### src/rtl/fpu_align_shifter.sv
// rtl/fpu_align_shifter.sv - serial mantissa alignment shifter with guard/round/sticky collection
// Optional sticky accumulation on shift and saturate paths: define FPU_ALIGN_STICKY_EN.
module fpu_align_shifter #(
   parameter int MANT_W = 24,
   parameter int EXP_W  = 8
) (
   input  logic              clk,
   input  logic              rst,
   input  logic              in_valid,
   output logic              in_ready,
   input  logic [EXP_W-1:0]  exp_diff,
   input  logic              diff_sign,
   input  logic              diff_ovf,
   input  logic [EXP_W-1:0]  exp_a,
   input  logic [EXP_W-1:0]  exp_b,
   input  logic [MANT_W-1:0] mant_a,
   input  logic [MANT_W-1:0] mant_b,
   output logic              out_valid,
   input  logic              out_ready,
   output logic [MANT_W-1:0] big_mant,
   output logic [MANT_W+2:0] small_ext,
   output logic [EXP_W-1:0]  common_exp,
   output logic              swapped
);
   localparam int EXT_W = MANT_W + 3;

   typedef enum logic [1:0] {IDLE, SHIFT, DONE} state_t;

   state_t              state_q, state_d;
   logic [EXP_W-1:0]    count_q, count_d;
   logic [MANT_W-1:0]   big_mant_q, big_mant_d;
   logic [EXT_W-1:0]    small_ext_q, small_ext_d;
   logic [EXP_W-1:0]    common_exp_q, common_exp_d;
   logic                swapped_q, swapped_d;

   logic [MANT_W-1:0]   other_mant;
   logic                saturate;
   logic [EXT_W-1:0]    shifted;
   logic [EXT_W-1:0]    sat_ext;

   assign other_mant = diff_sign ? mant_a : mant_b;
   // Differences of EXT_W or more push every mantissa bit below S.
   assign saturate   = diff_ovf || (32'(exp_diff) >= 32'(EXT_W));

`ifdef FPU_ALIGN_STICKY_EN
   assign shifted = {1'b0, small_ext_q[EXT_W-1:2], small_ext_q[1] | small_ext_q[0]};
   assign sat_ext = {{(EXT_W-1){1'b0}}, |other_mant};
`else
   assign shifted = {1'b0, small_ext_q[EXT_W-1:2], 1'b0};
   assign sat_ext = '0;
`endif

   always_comb begin
      state_d      = state_q;
      count_d      = count_q;
      big_mant_d   = big_mant_q;
      small_ext_d  = small_ext_q;
      common_exp_d = common_exp_q;
      swapped_d    = swapped_q;
      case (state_q)
         IDLE: begin
            if (in_valid) begin
               big_mant_d   = diff_sign ? mant_b : mant_a;
               common_exp_d = diff_sign ? exp_b : exp_a;
               swapped_d    = diff_sign;
               count_d      = exp_diff;
               if (saturate) begin
                  small_ext_d = sat_ext;
                  state_d     = DONE;
               end else begin
                  small_ext_d = {other_mant, 3'b000};
                  state_d     = (exp_diff == '0) ? DONE : SHIFT;
               end
            end
         end
         SHIFT: begin
            small_ext_d = shifted;
            count_d     = count_q - 1'b1;
            if (count_q == EXP_W'(1)) begin
               state_d = DONE;
            end
         end
         DONE: begin
            if (out_ready) begin
               state_d = IDLE;
            end
         end
         default: state_d = IDLE;
      endcase
   end

   always_ff @(posedge clk or posedge rst) begin
      if (rst) begin
         state_q      <= IDLE;
         count_q      <= '0;
         big_mant_q   <= '0;
         small_ext_q  <= '0;
         common_exp_q <= '0;
         swapped_q    <= 1'b0;
      end else begin
         state_q      <= state_d;
         count_q      <= count_d;
         big_mant_q   <= big_mant_d;
         small_ext_q  <= small_ext_d;
         common_exp_q <= common_exp_d;
         swapped_q    <= swapped_d;
      end
   end

   assign in_ready   = (state_q == IDLE);
   assign out_valid  = (state_q == DONE);
   assign big_mant   = big_mant_q;
   assign small_ext  = small_ext_q;
   assign common_exp = common_exp_q;
   assign swapped    = swapped_q;
endmodule

### config.mk
export PLATFORM = sky130hd
export DESIGN_NAME = fpu_align_shifter
export DESIGN_NICKNAME = d
export VERILOG_FILES = /design/src/rtl/fpu_align_shifter.sv
export SDC_FILE = /design/constraint.sdc
export NUM_CORES = 1
export LEC_CHECK = 0
export ABC_AREA = 1
export ABC_CLOCK_PERIOD_IN_PS = 2500
export CAP_MARGIN = 15
export CORE_ASPECT_RATIO = 0.9
export CORE_MARGIN = 1.5
export CORE_UTILIZATION = 46
export CTS_BUF_LIST = sky130_fd_sc_hd__clkbuf_8
export CTS_CLUSTER_DIAMETER = 120
export DETAILED_ROUTE_END_ITERATION = 10
export PLACE_DENSITY = 0.89
export REMOVE_ABC_BUFFERS = 1
export SETUP_SLACK_MARGIN = 0.2
export SYNTH_ARGS = -nofsm -noshare
export SYNTH_HDL_FRONTEND = slang
export SYNTH_SLANG_ARGS = --single-unit
### constraint.sdc
create_clock -name clk -period 2.5 [get_ports clk]
set_input_delay 0.5 -clock clk [delete_from_list [all_inputs] [get_ports clk]]
set_output_delay 0.5 -clock clk [all_outputs]
set_load 0.02 [all_outputs]
==> impl_metrics.py, run 1 <==
metrics = {
    "global_route": {
        "grt_max_degree": 57,
        "grt_pass1_vias": 3815,
        "grt_pass1_wl_um": 17700,
        "grt_overflow_total": 0,
        "antenna_found_initial": 0,
        "grt.total_usage": 0.254,
    },
    "synth": {
        "yosys_register_bits": 69,
        "syn_area_sq_mm": 0.00382,
        "synthCells": 532,
        "ys_seq_area_frac": 0.452,
        "synth_top_area_share": 0.452,
        "synth_top_cell_by_area": "dfrtp_1",
        "synth.distinct_cells": 26,
        "synthFlopType": "dfrtp_1",
        "ys_warn_count": 0,
        "synth_edf_count": 0,
        "synthArstFlopShare": 1.00,
        "synthTopCellsByArea": "dfrtp_1, nand2_1, a31oi_1",
        "syn-mean-instance-area_sq_um": 7.18,
    },
    "placed_design": {
        "io_buffers": 138,
        "dp.cells": 744,
        "place.detailed.hpwl_um": 7940,
        "dpl-instance-area_sq_mm": 0.00522,
        "place.gp.congestion": 0.903,
    },
    "setup_path": {
        "crit_arrival_ns": 1.58,
        "r2r-start": "state_q[1]",
        "cp-end-kind": "primary output",
        "cp.required_ns": 2.00,
        "r2r_cells": 6,
        "worst-setup-path-type": "reg -> out",
        "cp_max_fo": 3,
        "reg2reg_slack_ns": 0.61,
        "startpoint_type": "flop",
        "r2r_end": "small_ext[14]",
    },
    "sta": {
        "finalSetupViolCount": 0,
        "fmax_ghz": 0.482,
        "holdWs_ns": 0.454,
        "min_period_ns": 2.08,
        "final_hold_viol_count": 0,
        "rsz0062_at_grt": "no",
        "worst_pin_slew_ns": 0.565,
        "tns_ns": 0,
        "fin_worst_skew_ns": 0.00315,
        "fin_crit_sh": 0.830,
        "slew_headroom": 0.623,
        "slew_viol_final": 0,
    },
    "cells_and_area": {
        "nets": 736,
        "syn_to_final_growth_pct": 42.0,
        "fill_cells": 674,
        "diodes": 0,
        "fin_cells": 760,
        "layout_common_cells": "nand2_1, clkdlybuf4s50_1, dfrtp_1",
        "drive_gt1_frac": 0.0514,
        "final_cell_area_sq_mm": 0.00543,
        "final_common_cell": "nand2_1",
    },
    "drt": {
        "routed_wl_um": 11300,
        "vias": 4131,
        "vias_per_cell": 5.44,
        "ant_nets": 0,
        "initialDrtViolationCount": 235,
        "remaining_drc_errors": 0,
        "first_pass_iters": 5,
        "wl_per_cell_um": 14.8,
    },
    "outcome": {
        "outcome": "completed",
    },
    "floorplan": {
        "io_pins": 140,
        "die_area_sq_mm": 0.00887,
        "initial_core_util": 0.474,
        "die_w_um": 99.1,
        "rows": 31,
        "coreArea_sq_mm": 0.00807,
        "die-height_um": 89.5,
    },
    "hold_path": {
        "hold_class": "in -> async",
    },
    "power_and_ir_drop": {
        "worst_ir_drop_vdd_mv": 0.410,
        "power_mw": 4.86,
        "cellPowerDensity_mw_per_mm2": 896,
        "p_leak_nw": 2.59,
    },
    "clocking": {
        "cts.repair.resized": 0,
        "cts_hold_buf": 0,
        "root_buffer": "clkbuf_8",
        "cts_buffer_depth": 2,
        "clock-sinks": 69,
        "htreeDepth": 3,
        "cts_buffers": 9,
        "cts_tree": "yes",
        "insertion_delay_ns": 0.33,
        "post_cts_buffers": 0,
        "clk_pin_slew_ns": 0.07,
    },
    "job": {
        "max_cap_viol_count": 0,
    },
}
-- where the power goes --
part	switching (mW)	leakage (nW)	internal, mW
logic	1.21	1.62	0.968
clock network	0.418	0.112	0.538
registers	0.244	0.853	1.48
total	1.87	2.59	2.99
-- Yosys cell counts (2+ instances only) --
cell type  instances
a21oi_1           12
nand3_1           32
buf_4              6
o21ai_0           16
nand2_1          238
nand4_1            2
o211ai_1           2
nor2_1            44
buf_6              6
buf_2             12
nand2_4            2
a31oi_1           32
inv_1             25
a22oi_1           13
dfrtp_1           69
ha_1               2
and2_1             2
clkbuf_1           9
-- worst max-delay path by stage --
| stage | end | startpoint | slack (ns) |
|---|---|---|---|
| after global placement | state_q[1] | in_valid | 0.42 |
| after global routing | out_valid | state_q[1] | 0.34 |
| after detailed placement | big_mant[12] | in_valid | 0.35 |
| after floorplan | big_mant[0] | rst | 0.26 |
| after CTS | in_ready | state_q[0] | 0.41 |
| final | in_ready | state_q[0] | 0.42 |
-- metrics by stage --
stage	setup slack [ns]	util
after floorplan	0.260	-
after global placement	0.423	0.647
after detailed placement	0.346	0.647
after CTS	0.410	0.673
after global routing	0.340	0.673
final	0.424	0.673
-- logic make-up (layout without fill, tap and decap cells) --
family	after synthesis	after routing	synth area share
AOI/OAI and AO/OA	76	76	0.120
xor gates and xnor gates	1	1	0.00229
adders and majority gates	2	2	0.00655
buffers and inverters	61	190	0.0822
DFF	69	69	0.452
other	1	1	0.000981
and+or+nand+nor	322	322	0.336
-- layout make-up --
class	count	area (sq um)	area share
multi-input combinational	402	1780	0.328
sequential	69	1730	0.318
timing repair buffer	147	1480	0.273
clock buffer	12	165	0.0304
tap	99	124	0.0228
inverter	27	104	0.0191
clock inverter	4	45.0	0.00830
-- metal layers --
layer	track usage	wire, um	vias to the layer above
met2	0.453	5420	195
li1	-	-	1967
met1	0.312	4730	1942
met3	0.0500	870	27
met4	0.0858	246	0
met5	0	0	-
-- flip-flops by register name, summed over array words and instances (netlist names) --
| register | count |
|---|---|
| big_mant | 24 |
| common_exp | 8 |
| small_ext | 26 |
| state_q | 2 |
| count_q | 8 |
| swapped | 1 |
-- critical path: stages, from the launching register on --
cell and delay [ns]:
dfrtp_1 0.44, nor2_4 0.17, clkdlybuf4s50_1 0.63
Note: power is estimated with default switching activity, not from simulation.
==> run 2: changes to the inputs <==
--- a/config.mk
+++ b/config.mk
@@ -6,7 +6,7 @@
 export NUM_CORES = 1
 export LEC_CHECK = 0
 export ABC_AREA = 1
-export ABC_CLOCK_PERIOD_IN_PS = 2500
+export ABC_CLOCK_PERIOD_IN_PS = 2000
 export CAP_MARGIN = 15
 export CORE_ASPECT_RATIO = 0.9
 export CORE_MARGIN = 1.5
==> constraint.sdc (replaced) <==
create_clock -name clk -period 2 [get_ports clk]
set_input_delay 0.4 -clock clk [delete_from_list [all_inputs] [get_ports clk]]
set_output_delay 0.4 -clock clk [all_outputs]
set_load 0.02 [all_outputs]
==> impl_metrics.py, run 2 (same netlist as run 1, synthesis figures left out) <==
metrics = {
    "cells_and_area": {
        "drive_gt1_frac": 0.0586,
        "multi_input_area_sq_mm": 0.00178,
        "final_common_cell": "nand2_1",
        "largest_reg_flops": 26,
        "nets": 741,
        "layout_common_cells": "nand2_1, clkdlybuf4s50_1, dfrtp_1",
        "regArea_sq_mm": 0.00173,
        "syn_to_final_growth_pct": 45.6,
        "fill_cells": 653,
        "diodes": 0,
    },
    "setup_path": {
        "startpoint_type": "flop",
        "cp.required_ns": 1.60,
        "reg2reg_slack_ns": 0.33,
        "crit_arrival_ns": 1.36,
        "crit_start": "small_ext[12]",
        "worstPathCellList": "clkdlybuf4s50_1",
        "cp-end-kind": "primary output",
        "worst-setup-path-type": "reg -> out",
        "cp_num_cells": 1,
        "cp_max_fo": 3,
        "cp_num_buf_inv": 1,
        "cp_slowest_stage_delay_ns": 0.64,
        "r2r_end": "small_ext[9]",
        "r2r-start": "state_q[1]",
        "r2r_cells": 7,
        "critPathTopFamily": "buffers and inverters",
        "crit_slowest_cell": "clkdlybuf4s50_1",
    },
    "sta": {
        "fmax_ghz": 0.568,
        "rsz0062_at_grt": "no",
        "fin_worst_skew_ns": 0.0104,
        "min_period_ns": 1.76,
        "holdWs_ns": 0.410,
        "finalSetupViolCount": 0,
        "slew_viol_final": 0,
        "fin_crit_sh": 0.881,
        "final_hold_viol_count": 0,
        "tns_ns": 0,
    },
    "floorplan": {
        "die_area_sq_mm": 0.00887,
        "die-height_um": 89.5,
        "initial_core_util": 0.474,
        "io_pins": 140,
        "coreArea_sq_mm": 0.00807,
        "rows": 31,
        "die_w_um": 99.1,
    },
    "power_and_ir_drop": {
        "power_mw": 6.42,
        "swShare": 0.367,
        "worst_ir_drop_vdd_mv": 0.663,
        "p_leak_nw": 2.86,
        "cellPowerDensity_mw_per_mm2": 1150,
        "pwr-share-comb": 0.424,
        "p_clk_frac": 0.239,
        "p_switching_mw": 2.36,
        "p_int_mw": 4.07,
        "seqPwrFrac": 0.337,
    },
    "drt": {
        "initialDrtViolationCount": 242,
        "wl_per_cell_um": 14.8,
        "routed_wl_um": 11300,
        "first_pass_iters": 5,
        "vias_per_cell": 5.34,
        "vias": 4084,
        "ant_nets": 0,
        "remaining_drc_errors": 0,
    },
    "hold_path": {
        "hold-path-endpoint": "big_mant[11]",
        "hold_start": "diff_sign",
        "hold_class": "in -> reg",
        "holdPathStages": 4,
    },
    "clocking": {
        "cts_buffer_depth": 2,
        "clk_pin_slew_ns": 0.08,
        "insertion_delay_ns": 0.34,
        "clock-sinks": 69,
        "htreeDepth": 3,
        "root_buffer": "clkbuf_8",
        "cts_buffers": 9,
        "cts_hold_buf": 0,
        "cts_tree": "yes",
    },
    "placed_design": {
        "io_buffers": 138,
        "place.gp.congestion": 0.862,
        "place.detailed.hpwl_um": 8040,
    },
    "global_route": {
        "grt_max_degree": 47,
        "grt.total_usage": 0.268,
        "grt_overflow_total": 0,
        "grt_pass1_vias": 4023,
        "grt_pass1_wl_um": 18600,
        "met1_usage": 0.328,
        "antenna_found_initial": 0,
        "grt-busiest-layer": "met2",
        "grt_use_met2": 0.469,
        "use_met3": 0.0516,
    },
    "outcome": {
        "outcome": "completed",
    },
    "job": {
        "max_cap_viol_count": 0,
    },
}
run 2: worst max path at each step:
stage / end / slack (ns)
after global routing: small_ext[8] / 0.20
after detailed placement: state_q[1] / 0.14
after global placement: state_q[1] / 0.13
after CTS: small_ext[25] / 0.21
after floorplan: big_mant[0] / -0.14
final: small_ext[12] / 0.24
run 2: layer usage:
layer,up-vias,part of all wire
li1,1964,-
met1,1921,0.42
met2,162,0.48
met3,37,0.066
met4,0,0.032
met5,-,0
run 2: timing repair:
action,4_1_cts,5_1_grt
setup buffers,0,0
resized for setup,2,12
cloned,0,0
endpoints found under the setup margin,2,12
run 2: area by class of cell:
| cell class | count | share of cell area |
|---|---|---|
| multi-input combinational | 402 | 0.320 |
| sequential | 69 | 0.310 |
| timing repair buffer | 152 | 0.280 |
| clock buffer | 10 | 0.0247 |
| clock inverter | 6 | 0.0241 |
| tap | 99 | 0.0223 |
| inverter | 27 | 0.0187 |
run 2: per-stage QoR:
stage	util	setup WS [ns]	cell area, sq um	std cells
CTS	0.686	0.208	5540	765
global placement	0.653	0.129	5270	749
detailed placement	0.653	0.145	5270	749
floorplan	-	-0.140	3610	498
global route	0.690	0.202	5570	765
finish	0.690	0.238	5570	765
run 2: power groups by stage:
stage | Clock [mW] | Combinational (mW) | Sequential [mW]
after floorplan | 0 | 0.951 | 2.61
after global placement | 0 | 2.68 | 2.17
after detailed placement | 0 | 2.74 | 2.18
after CTS | 1.55 | 2.74 | 2.17
after global routing | 1.62 | 2.97 | 2.23
final | 1.53 | 2.73 | 2.17
==> run 3: changes to the inputs <==
--- a/config.mk
+++ b/config.mk
@@ -17,6 +17,7 @@
 export PLACE_DENSITY = 0.89
 export REMOVE_ABC_BUFFERS = 1
 export SETUP_SLACK_MARGIN = 0.2
+export SLEW_MARGIN = 10
 export SYNTH_ARGS = -nofsm -noshare
 export SYNTH_HDL_FRONTEND = slang
 export SYNTH_SLANG_ARGS = --single-unit
==> results of run 3 <==
Same layout as run 2: the final DEF is identical, and so are final timing and power.
